File: src/rtl/pipelined_addsub_if.sv
// Operand/result handshake bundle for pipelined_addsub.
// The slave modport is the adder's view; the master modport is the producer/consumer side.
`timescale 1ns/1ps
interface pipelined_addsub_if #(
   parameter int unsigned LEN = 32
);
   logic           i_valid;
   logic           o_ready;
   logic [LEN-1:0] i_a;
   logic [LEN-1:0] i_b;
   logic           i_sub;
   logic           i_signed;
   logic           i_flush;
   logic           o_valid;
   logic           i_ready;
   logic [LEN-1:0] o_result;
   logic           o_carry;
   logic           o_overflow;
   logic           o_zero;

   modport slave (
      input  i_valid, i_a, i_b, i_sub, i_signed, i_flush, i_ready,
      output o_ready, o_valid, o_result, o_carry, o_overflow, o_zero
   );

   modport master (
      output i_valid, i_a, i_b, i_sub, i_signed, i_flush, i_ready,
      input  o_ready, o_valid, o_result, o_carry, o_overflow, o_zero
   );
endinterface

File: src/rtl/pipelined_addsub.sv
// Pipelined LEN-bit add/subtract: one SEG-bit ripple slice per stage, carry registered between stages.
// Flags are formed in the last stage; the whole pipe stalls as one unit on output backpressure.
`timescale 1ns/1ps
module pipelined_addsub #(
   parameter int unsigned LEN    = 32,
   parameter int unsigned STAGES = 4
) (
   input logic            i_clk,
   input logic            i_rst_n,
   pipelined_addsub_if.slave bus
);
   localparam int unsigned SEG  = LEN / STAGES;
   localparam int unsigned LAST = STAGES - 1;

   if ((STAGES < 1) || ((LEN % STAGES) != 0)) begin : g_bad_cfg
      $error("pipelined_addsub: LEN must be a non-zero multiple of STAGES");
   end

   // Per-stage registers: operands still to be summed, partial result, carry and mode.
   logic [STAGES-1:0] vld_q;
   logic [LEN-1:0]    a_q   [STAGES];
   logic [LEN-1:0]    bx_q  [STAGES];
   logic [LEN-1:0]    res_q [STAGES];
   logic              cry_q [STAGES];
   logic              sub_q [STAGES];
   logic              sgn_q [STAGES];
   logic              ovf_q;
   logic              zero_q;

   logic [LEN-1:0]    in_a    [STAGES];
   logic [LEN-1:0]    in_bx   [STAGES];
   logic [LEN-1:0]    in_res  [STAGES];
   logic              in_cin  [STAGES];
   logic              in_sub  [STAGES];
   logic              in_sgn  [STAGES];
   logic [LEN-1:0]    res_d   [STAGES];
   logic              cry_d   [STAGES];
   logic [SEG:0]      slice_c [STAGES];
   logic              msb_cin_c;
   logic              ovf_d;
   logic              zero_d;
   logic              adv_c;
   logic              acc_c;

   assign adv_c = ~vld_q[LAST] | bus.i_ready;
   assign acc_c = bus.i_valid & adv_c & ~bus.i_flush;

   // Stage inputs, slice sums and last-stage flags.
   always_comb begin
      in_a[0]   = bus.i_a;
      in_bx[0]  = bus.i_sub ? ~bus.i_b : bus.i_b;
      in_res[0] = '0;
      in_cin[0] = bus.i_sub;
      in_sub[0] = bus.i_sub;
      in_sgn[0] = bus.i_signed;
      for (int unsigned k = 1; k < STAGES; k++) begin
         in_a[k]   = a_q[k-1];
         in_bx[k]  = bx_q[k-1];
         in_res[k] = res_q[k-1];
         in_cin[k] = cry_q[k-1];
         in_sub[k] = sub_q[k-1];
         in_sgn[k] = sgn_q[k-1];
      end
      for (int unsigned k = 0; k < STAGES; k++) begin
         slice_c[k] = {1'b0, in_a[k][k*SEG +: SEG]} + {1'b0, in_bx[k][k*SEG +: SEG]}
                      + (SEG+1)'(in_cin[k]);
         res_d[k]   = in_res[k];
         res_d[k][k*SEG +: SEG] = slice_c[k][SEG-1:0];
         cry_d[k]   = slice_c[k][SEG];
      end
      // Carry into the MSB recovered from the MSB sum bit and its two addend bits.
      msb_cin_c = in_a[LAST][LEN-1] ^ in_bx[LAST][LEN-1] ^ res_d[LAST][LEN-1];
      if (in_sgn[LAST]) begin
         ovf_d = msb_cin_c ^ cry_d[LAST];
      end else begin
         ovf_d = in_sub[LAST] ? ~cry_d[LAST] : cry_d[LAST];
      end
      zero_d = (res_d[LAST] == '0);
   end

   // Pipe registers; flush kills every valid bit and beats both stall and accept.
   always_ff @(posedge i_clk or negedge i_rst_n) begin
      if (!i_rst_n) begin
         vld_q  <= '0;
         ovf_q  <= 1'b0;
         zero_q <= 1'b0;
         for (int unsigned k = 0; k < STAGES; k++) begin
            a_q[k]   <= '0;
            bx_q[k]  <= '0;
            res_q[k] <= '0;
            cry_q[k] <= 1'b0;
            sub_q[k] <= 1'b0;
            sgn_q[k] <= 1'b0;
         end
      end else if (bus.i_flush) begin
         vld_q <= '0;
      end else if (adv_c) begin
         vld_q[0] <= acc_c;
         for (int unsigned k = 1; k < STAGES; k++) begin
            vld_q[k] <= vld_q[k-1];
         end
         for (int unsigned k = 0; k < STAGES; k++) begin
            a_q[k]   <= in_a[k];
            bx_q[k]  <= in_bx[k];
            res_q[k] <= res_d[k];
            cry_q[k] <= cry_d[k];
            sub_q[k] <= in_sub[k];
            sgn_q[k] <= in_sgn[k];
         end
         ovf_q  <= ovf_d;
         zero_q <= zero_d;
      end
   end

   assign bus.o_ready    = adv_c;
   assign bus.o_valid    = vld_q[LAST];
   assign bus.o_result   = res_q[LAST];
   assign bus.o_carry    = cry_q[LAST];
   assign bus.o_overflow = ovf_q;
   assign bus.o_zero     = zero_q;
endmodule
File: src/flat_wrapper.sv
// flat-port wrapper written by rule: the top's interface ports become plain ports
module pipelined_addsub_flat 
#(
   parameter int unsigned LEN    = 32,
   parameter int unsigned STAGES = 4
)
  (i_clk, i_rst_n, bus_i_valid, bus_i_a, bus_i_b, bus_i_sub, bus_i_signed, bus_i_flush, bus_i_ready, bus_o_ready, bus_o_valid, bus_o_result, bus_o_carry, bus_o_overflow, bus_o_zero);
  pipelined_addsub_if #(.LEN(LEN)) bus_i ();
  input logic i_clk;
  input logic i_rst_n;
  input wire logic [$bits(bus_i.i_valid)-1:0] bus_i_valid;
  input wire logic [$bits(bus_i.i_a)-1:0] bus_i_a;
  input wire logic [$bits(bus_i.i_b)-1:0] bus_i_b;
  input wire logic [$bits(bus_i.i_sub)-1:0] bus_i_sub;
  input wire logic [$bits(bus_i.i_signed)-1:0] bus_i_signed;
  input wire logic [$bits(bus_i.i_flush)-1:0] bus_i_flush;
  input wire logic [$bits(bus_i.i_ready)-1:0] bus_i_ready;
  output wire logic [$bits(bus_i.o_ready)-1:0] bus_o_ready;
  output wire logic [$bits(bus_i.o_valid)-1:0] bus_o_valid;
  output wire logic [$bits(bus_i.o_result)-1:0] bus_o_result;
  output wire logic [$bits(bus_i.o_carry)-1:0] bus_o_carry;
  output wire logic [$bits(bus_i.o_overflow)-1:0] bus_o_overflow;
  output wire logic [$bits(bus_i.o_zero)-1:0] bus_o_zero;
  assign bus_i.i_valid = bus_i_valid;
  assign bus_i.i_a = bus_i_a;
  assign bus_i.i_b = bus_i_b;
  assign bus_i.i_sub = bus_i_sub;
  assign bus_i.i_signed = bus_i_signed;
  assign bus_i.i_flush = bus_i_flush;
  assign bus_i.i_ready = bus_i_ready;
  assign bus_o_ready = bus_i.o_ready;
  assign bus_o_valid = bus_i.o_valid;
  assign bus_o_result = bus_i.o_result;
  assign bus_o_carry = bus_i.o_carry;
  assign bus_o_overflow = bus_i.o_overflow;
  assign bus_o_zero = bus_i.o_zero;
  pipelined_addsub #(.LEN(LEN), .STAGES(STAGES)) u_core (.i_clk(i_clk), .i_rst_n(i_rst_n), .bus(bus_i));
endmodule
File: config.mk
export PLATFORM = sky130hd
export DESIGN_NAME = pipelined_addsub_flat
export DESIGN_NICKNAME = d
export VERILOG_FILES = /design/src/rtl/pipelined_addsub_if.sv /design/src/rtl/pipelined_addsub.sv /design/src/flat_wrapper.sv
export SDC_FILE = /design/constraint.sdc
export NUM_CORES = 1
export LEC_CHECK = 0
export CAP_MARGIN = 20
export CORE_ASPECT_RATIO = 0.75
export CORE_UTILIZATION = 49
export CTS_BUF_LIST = sky130_fd_sc_hd__clkbuf_4
export DETAILED_ROUTE_END_ITERATION = 12
export PLACE_DENSITY_LB_ADDON = 0.25
export SETUP_SLACK_MARGIN = 0.1
export SYNTH_ARGS = -nofsm -noshare
export SYNTH_HDL_FRONTEND = slang
export SYNTH_SLANG_ARGS = --single-unit
File: constraint.sdc
create_clock -name i_clk -period 2.6 [get_ports i_clk]
set_input_delay 0.26 -clock i_clk [delete_from_list [all_inputs] [get_ports i_clk]]
set_output_delay 0.26 -clock i_clk [all_outputs]
set_load 0.01 [all_outputs]
==> impl_summary.txt, run 1 <==
----------------------------------------------------
[Floorplan]
  Die height ... 117.3 um
  Width of the die ... 155.7 um
  Number of rows in the core area ... 41
  Initial core utilization ... 0.5082
  Area of the die ... 18260 um^2
  Core Area ... 17080 um^2
  Io pins ... 108

[Clocking]
  Clock transition time at the flip-flop clock pins of the worst setup and hold paths ... 0.15 ns
  Clock root cell ... sky130_fd_sc_hd__clkbuf_4
  Clock sink count ... 192
  Number of buffers added by the clock tree synthesis step ... 17
  Buffer depth of the longest clock path ... 2
  Clock latency of the later-clocked register in the worst-skew pair ... 0.58 ns
  Depth of the CTS H-tree ... 4
  CTS tree ... yes

[Global routing]
  Antenna violations before repair ... 0
  Pin count of the biggest net entering global routing ... 81
  GR Util All Layers ... 0.2052
  Via count of the first global-routing pass ... 6067
  First-pass GRT wire length ... 29530 um
  Congestion Overflow GR ... 0

[Route]
  Mean routed wirelength per cell ... 12.99 um
  1st-pass router iterations ... 4
  Antenna-violating nets left ... 0
  Initial DRC Count ... 402
  Wire length after detailed routing ... 16980 um
  DRC violations left ... 0
  Drt via density ... 4.920
  Via total after detailed routing ... 6431

[Synthesis]
  Number of flip-flops and latches in the synthesized netlist ... 192
  Number of distinct library cell variants in the gate-level netlist after synthesis ... 42
  Syn. warnings ... 0
  Proportion of synthesized chip area in sequential cells ... 0.5535
  Average size of a mapped cell ... 9.024 um^2
  Area of the mapped netlist ... 8681 um^2
  Number of nets in the synthesized netlist ... 1068
  Gate Count Post-Synth ... 962

[Timing]
  Relative slew slack ... 0.5673
  Final count of hold timing violations ... 0
  RSZ-0062 raised after global routing ... no
  Fin Hold WS ... 0.1917 ns
  Final clock period utilization by the worst path ... 0.8563
  Setup slack of the critical path after layout ... 0.3735 ns
  Max Freq ... 449.1 MHz
  Slew Viols, Final ... 0
  Transition time of the tightest slew-check pin ... 0.6491 ns
  Time the final worst path needs with I/O delays and setup ... 2.227 ns
  Worst clock skew ... 0.02327 ns
  Setup-violating endpoint count in the final report ... 0

[Job]
  Max-cap violations ... 0

[Setup path]
  Worst reg-to-reg setup slack ... 0.37 ns
  Worst-path cell with the longest stage delay ... sky130_fd_sc_hd__fa_1
  CP required ... 3.11 ns
  Startpoint types ... register
  Worst R2R End ... u_core.bus.o_zero
  Cell chain of the critical path ... fa_1 -> inv_1 -> fa_1 -> nor4b_2 -> nand4_1 -> nor4_4 -> nand4_1 -> nor3_1 -> a22o_1
  FF-to-FF Start ... u_core.cry_q[1]
  Largest fanout of any net on the critical path ... 2
  Arrival time worst endpoint ... 2.74 ns
  Cell class contributing the biggest share of worst-path delay ... simple AND/OR/NAND/NOR gates
  Largest incremental delay on the critical path ... 0.49 ns
  Number of buffer and inverter instances along the worst setup path ... 1
  Startpoint-to-endpoint class of the critical path ... register to register
  CP Capture Type ... register
  Worst Reg2Reg Path Length in Cells ... 9

[Final layout]
  Layout Nets ... 1164
  Register area ... 4805 um^2
  Post-layout instance count excluding filler cells ... 1307
  Area taken by multi-input logic gates ... 3643 um^2
  Antenna diode count ... 0
  Share of cells above drive strength 1 ... 0.05042
  Total of fill cells in the finished design ... 1496
  Area growth from synthesis to final layout ... 19.55%
  Cell area after layout ... 10380 um^2

[Power]
  P_leak ... 5.141 nW
  Peak ir drop on the vdd network ... 0.3401 mV
  Tot Pwr ... 0.007338 W
  Cell Pwr Density ... 707.1 nW/um^2

[Min path]
  Endpoint of the worst hold-timing path ... u_core.a_q[108]
  Cell count of the worst hold path ... 3
  Hold Startpoint ... bus_i_a[12]
  Class of the worst hold path ... primary input to register

[Run status]
  Status ... finished clean

[Placed design]
  Instance area after placement ... 10070 um^2
  Buffers on Ports ... 107
  HPWL reported at the end of detailed placement ... 11780 um
  Placed cell count ... 1274
  Place WS ... -0.007512 ns
  Weighted congestion reported at the end of routability-driven placement ... 0.8127

----------------------------------------------------
## worst reg2reg max path, stage by stage, from the launching register on
cell,delay [ns]
sky130_fd_sc_hd__dfrtp_1,0.40
sky130_fd_sc_hd__fa_1,0.21
sky130_fd_sc_hd__inv_1,0.06
sky130_fd_sc_hd__fa_1,0.49
sky130_fd_sc_hd__nor4b_2,0.22
sky130_fd_sc_hd__nand4_1,0.18
sky130_fd_sc_hd__nor4_4,0.19
sky130_fd_sc_hd__nand4_1,0.13
sky130_fd_sc_hd__nor3_1,0.15
sky130_fd_sc_hd__a22o_1,0.14
## how the worst max path moves through the flow
| stage | endpoint | start | cells after the start | slack, ns |
|---|---|---|---|---|
| after floorplan | u_core.cry_q[3] | bus_i_sub | 10 | 0.25 |
| after global placement | u_core.cry_q[3] | bus_i_b[0] | 9 | 0.04 |
| after detailed placement | u_core.cry_q[3] | bus_i_b[0] | 9 | -0.008 |
| after CTS | u_core.bus.o_zero | u_core.cry_q[1] | 9 | 0.16 |
| after global routing | u_core.cry_q[1] | u_core.cry_q[2] | 10 | 0.13 |
| final | u_core.bus.o_zero | u_core.cry_q[1] | 9 | 0.37 |
## flip-flops by register name, indices dropped and copies added, names as in the netlist
| signal | cells |
|---|---|
| u_core.bus.o_zero | 1 |
| u_core.bus.o_overflow | 1 |
| u_core.bus.o_result | 32 |
| u_core.cry_q | 3 |
| u_core.in_sub | 3 |
| u_core.bus.o_carry | 1 |
| u_core.bx_q | 48 |
| u_core.vld_q | 4 |
| u_core.in_res | 48 |
| u_core.in_sgn | 3 |
| u_core.a_q | 48 |
## cells in the mapped netlist
library cell / number / share of area
sky130_fd_sc_hd__a211oi_1: 6 / 0.0052
sky130_fd_sc_hd__a211oi_2: 1 / 0.0014
sky130_fd_sc_hd__a21boi_1: 2 / 0.0017
sky130_fd_sc_hd__a21o_1: 4 / 0.0035
sky130_fd_sc_hd__a21oi_1: 12 / 0.0069
sky130_fd_sc_hd__a22o_1: 1 / 0.0010
sky130_fd_sc_hd__a2bb2oi_1: 1 / 0.0010
sky130_fd_sc_hd__a31oi_1: 4 / 0.0029
sky130_fd_sc_hd__and3_1: 1 / 0.00072
sky130_fd_sc_hd__and3b_1: 3 / 0.0030
sky130_fd_sc_hd__buf_1: 2 / 0.00087
sky130_fd_sc_hd__buf_2: 11 / 0.0063
sky130_fd_sc_hd__buf_6: 1 / 0.0013
sky130_fd_sc_hd__clkbuf_1: 32 / 0.014
sky130_fd_sc_hd__dfrtp_1: 192 / 0.55
sky130_fd_sc_hd__fa_1: 7 / 0.016
sky130_fd_sc_hd__ha_1: 28 / 0.040
sky130_fd_sc_hd__inv_1: 20 / 0.0086
sky130_fd_sc_hd__mux2_1: 1 / 0.0013
sky130_fd_sc_hd__mux2_4: 1 / 0.0017
sky130_fd_sc_hd__mux2i_1: 2 / 0.0023
sky130_fd_sc_hd__nand2_1: 440 / 0.19
sky130_fd_sc_hd__nand2b_1: 3 / 0.0022
sky130_fd_sc_hd__nand4_1: 2 / 0.0014
sky130_fd_sc_hd__nor2_1: 27 / 0.012
sky130_fd_sc_hd__nor2b_1: 3 / 0.0022
sky130_fd_sc_hd__nor3_1: 13 / 0.0075
sky130_fd_sc_hd__nor3b_1: 1 / 0.00087
sky130_fd_sc_hd__nor4_1: 5 / 0.0036
sky130_fd_sc_hd__nor4b_1: 1 / 0.0010
sky130_fd_sc_hd__o211a_1: 2 / 0.0023
sky130_fd_sc_hd__o21a_1: 8 / 0.0069
sky130_fd_sc_hd__o21ai_0: 4 / 0.0023
sky130_fd_sc_hd__o21ai_1: 58 / 0.033
sky130_fd_sc_hd__o21bai_1: 4 / 0.0035
sky130_fd_sc_hd__o31a_1: 1 / 0.0010
sky130_fd_sc_hd__o31ai_1: 9 / 0.0078
sky130_fd_sc_hd__or2_1: 1 / 0.00072
sky130_fd_sc_hd__or3_1: 2 / 0.0014
sky130_fd_sc_hd__or4_1: 1 / 0.00087
sky130_fd_sc_hd__xnor2_1: 34 / 0.034
sky130_fd_sc_hd__xor2_1: 11 / 0.011
## metal layers
layer  track usage  vias to the layer above  wire (um)
li1              -                     3277          -
met4       0.05686                        0        159
met3       0.04087                       15        573
met1        0.3032                     3025       8910
met5             0                        -          0
met2        0.3091                      114       7340
## logic make-up after synthesis
family | synth area share
flops | 0.5535
xor+xnor | 0.04540
fa+ha+maj | 0.05650
buf+inv | 0.03099
mux | 0.005332
simple gates | 0.2274
compound gates | 0.08086
## placed cells by master (no fill, tap or decap), types with 9 or more instances in the layout
| cell | n |
|---|---|
| sky130_fd_sc_hd__nand2_1 | 440 |
| sky130_fd_sc_hd__dfrtp_1 | 192 |
| sky130_fd_sc_hd__clkdlybuf4s50_1 | 105 |
| sky130_fd_sc_hd__o21ai_1 | 58 |
| sky130_fd_sc_hd__xnor2_1 | 34 |
| sky130_fd_sc_hd__ha_1 | 28 |
| sky130_fd_sc_hd__nor2_1 | 27 |
| sky130_fd_sc_hd__inv_1 | 20 |
| sky130_fd_sc_hd__clkbuf_4 | 18 |
| sky130_fd_sc_hd__nor3_1 | 13 |
| sky130_fd_sc_hd__a21oi_1 | 12 |
| sky130_fd_sc_hd__xor2_1 | 11 |
| sky130_fd_sc_hd__o31ai_1 | 9 |
## final cells by class
cell class | count | area share
inverters | 20 | 0.007234
flip-flops and latches | 192 | 0.4630
multi-input cells | 704 | 0.3511
clock inverters | 14 | 0.01387
clock buffers | 18 | 0.01302
repair buffers | 123 | 0.1233
well taps | 236 | 0.02845
## what timing repair did
| action | CTS | global route |
|---|---|---|
| pin swaps | 0 | 1 |
| cloned | 0 | 0 |
| hold buffers | 1 | 0 |
| endpoints found under the setup margin | 1 | 1 |
| buffers inserted | 0 | 0 |
| resized for setup | 1 | 2 |
| hold endpoints to repair | 78 | 0 |
## through the flow
stage	util	setup TNS (ns)
after floorplan	-	0
after global placement	0.5893	0
after detailed placement	0.5893	-0.007512
after CTS	0.6066	0
after global routing	0.6075	0
final	0.6075	0
## power by group
group,internal [W],switching (W),total (W)
clock network,0.000577,0.00101,0.00159
registers,0.00352,0.000371,0.00389
logic,0.000915,0.000943,0.00186
No activity file was read; power rests on OpenSTA's default activity.
==> run 2, diff against run 1 <==
clock period = 2.39 ns   (was 2.6 ns; I/O delays follow)
==> run 2 against run 1 <==
  * Worst setup slack worse by 0.21 ns
  * Critical path depth stayed put
  * Cell count increased by 0.38%
  * Critical endpoint unchanged
  * Largest power group unchanged
  * Highest routed layer unchanged
==> impl_summary.txt, run 2 (synthesis results as in run 1) <==
----------------------------------------------------
[Timing]
  Worst clock skew ... 0.02207 ns (-0.001202 ns)
  Time the final worst path needs with I/O delays and setup ... 2.226 ns (-0.0002350 ns)
  Final clock period utilization by the worst path ... 0.9315 (+0.07515)
  Final sum of negative setup slack ... 0 ns (unchanged)
  Relative slew slack ... 0.5925 (+0.02518)
  RSZ-0062 raised after global routing ... yes
  Max Freq ... 449.2 MHz (about the same)
  Final count of hold timing violations ... 0 (unchanged)
  Setup-violating endpoint count in the final report ... 0 (unchanged)
  Slew Viols, Final ... 0 (unchanged)
  Transition time of the tightest slew-check pin ... 0.6113 ns (-0.03777 ns)
  Setup slack of the critical path after layout ... 0.1637 ns (-0.2098 ns)

[Floorplan]
  Initial core utilization ... 0.5082 (unchanged)
  Area of the die ... 18260 um^2 (unchanged)
  Io pins ... 108 (unchanged)
  Die height ... 117.3 um (unchanged)
  Number of rows in the core area ... 41 (unchanged)
  Width of the die ... 155.7 um (unchanged)
  Core Area ... 17080 um^2 (unchanged)

[Clocking]
  Clock sink count ... 192 (unchanged)
  Depth of the CTS H-tree ... 4 (unchanged)
  Clock transition time at the flip-flop clock pins of the worst setup and hold paths ... 0.15 ns (about the same)
  Clock latency of the later-clocked register in the worst-skew pair ... 0.59 ns (about the same)
  Clock root cell ... sky130_fd_sc_hd__clkbuf_4
  Number of buffers added by the clock tree synthesis step ... 17 (unchanged)
  CTS tree ... yes
  Setup Fix Bufs, Post-CTS ... 0 (unchanged)
  Buffer depth of the longest clock path ... 2 (unchanged)

[Global routing]
  GR Util All Layers ... 0.2075 (+0.002332)
  Pin count of the biggest net entering global routing ... 83 (+2.5%)
  Congestion Overflow GR ... 0 (unchanged)
  Via count of the first global-routing pass ... 6282 (+3.5%)
  Antenna violations before repair ... 0 (unchanged)
  First-pass GRT wire length ... 29760 um (+0.77%)

[Final layout]
  Most frequent standard cell in the layout excluding fill and tap cells ... sky130_fd_sc_hd__nand2_1
  Antenna diode count ... 0 (unchanged)
  Commonest cells after routing, fill and taps aside ... 440 x sky130_fd_sc_hd__nand2_1, 192 x sky130_fd_sc_hd__dfrtp_1, 105 x sky130_fd_sc_hd__clkdlybuf4s50_1, 58 x sky130_fd_sc_hd__o21ai_1, 34 x sky130_fd_sc_hd__xnor2_1
  Layout Nets ... 1169 (+0.43%)
  Share of cells above drive strength 1 ... 0.05948 (+0.009059)
  Post-layout instance count excluding filler cells ... 1312 (+0.38%)
  Area growth from synthesis to final layout ... 20.61%

[Setup path]
  Largest fanout of any net on the critical path ... 2 (unchanged)
  Startpoint types ... register
  CP required ... 2.92 ns (-0.19 ns)
  Cell chain of the critical path ... fa_2 -> inv_2 -> fa_1 -> nor4b_4 -> nand4_1 -> nor4_2 -> nand4_1 -> nor3_2 -> a22o_1
  Startpoint-to-endpoint class of the critical path ... register to register
  Arrival time worst endpoint ... 2.76 ns (+0.02 ns)
  Cell mode on critical path ... sky130_fd_sc_hd__nand4_1
  CP Capture Type ... register
  Worst-path cell with the longest stage delay ... sky130_fd_sc_hd__fa_1
  Largest incremental delay on the critical path ... 0.49 ns (about the same)

[Placed design]
  HPWL reported at the end of detailed placement ... 12000 um (+1.8%)
  Placed cell count ... 1279 (+0.39%)
  Place WS ... -0.1213 ns (-0.1138 ns)
  Weighted congestion reported at the end of routability-driven placement ... 0.8490 (+4.5%)
  Buffers on Ports ... 107 (unchanged)

[Route]
  Mean routed wirelength per cell ... 13.16 um (+1.3%)
  Antenna-violating nets left ... 0 (unchanged)
  Wire length after detailed routing ... 17270 um (+1.7%)
  Drt via density ... 4.935 (+0.30%)
  DRC violations left ... 0 (unchanged)
  Initial DRC Count ... 350 (-13%)
  Via total after detailed routing ... 6475 (+0.68%)
  1st-pass router iterations ... 5 (+1)

[Power]
  P_leak ... 5.190 nW (+0.94%)
  Peak ir drop on the vdd network ... 0.3040 mV (-11%)
  Tot Pwr ... 0.008086 W (+10%)
  Cell Pwr Density ... 772.3 nW/um^2 (+9.2%)

[Min path]
  Class of the worst hold path ... primary input to register

[Run status]
  Status ... finished clean

[Job]
  Max-cap violations ... 0 (unchanged)

----------------------------------------------------
run 2: changes by cell type in the layout (fill, tap and decap cells not counted), sizes merged:
cell,delta
clkinv,+1
clkinvlp,-3
bufinv,+1
clkbuf,+1
buf,+5
run 2: power breakdown:
part           internal [W]  switching, W  leakage [nW]
sequential          0.00383      0.000388          2.39
combinational       0.00102       0.00106          2.64
clock              0.000732       0.00105         0.156
run 2: worst paths after layout:
| kind | slack [ns] | to | cells past startpoint | from |
|---|---|---|---|---|
| setup / recovery | 0.16 | u_core.bus.o_zero | 9 | u_core.cry_q[1] |
| hold / removal | 0.15 | u_core.a_q[105] | 3 | bus_i_a[9] |
| setup reg to reg | 0.16 | u_core.bus.o_zero | 9 | u_core.cry_q[1] |
| hold reg to reg | 0.47 | u_core.bx_q[58] | 2 | u_core.bx_q[90] |
| max in group asynchronous | 1.50 | u_core.a_q[83] | 3 | i_rst_n |
| min in group asynchronous | 0.22 | u_core.bus.o_result[3] | 2 | i_rst_n |
run 2: worst max-delay path: cells and delay by family, from the launching register on:
kind,cells,cell delay (ns)
compound gates,1,0.13
fa+ha+maj,2,0.74
buf+inv,1,0.04
flops,1,0.42
simple gates,5,0.85
run 2: final cells by class:
type,count,area [um^2]
sequential,192,4805
tap,236,295.3
clock inverter,13,145.1
fill,1479,6613
clock buffer,19,142.6
inverter,20,75.07
multi-input combinational,704,3677
timing repair buffer,128,1330
run 2: repair_timing:
action / in CTS / in global routing
setup endpoints to repair: 2 / 5
hold endpoints to repair: 71 / 0
pin swaps: 1 / 2
hold buffers: 1 / 0
gates resized for setup: 4 / 8
run 2: routing by layer:
metal | wire (um) | up-vias | share of wire | track usage
met3 | 569 | 18 | 0.033 | 0.03756
met2 | 7561 | 110 | 0.44 | 0.3181
li1 | - | 3285 | - | -
met1 | 8825 | 3062 | 0.51 | 0.2963
met5 | 0 | - | 0 | 0
met4 | 314 | 0 | 0.018 | 0.07974
run 2: stage by stage:
step	util	hold slack (ns)	cell area (um^2)
final	0.6129	0.1490	10470
after global routing	0.6129	0.1105	10470
after CTS	0.6110	0.09970	10440
after detailed placement	0.5923	0.3069	10120
after global placement	0.5923	0.3092	10120
after floorplan	-	-0.05659	8682
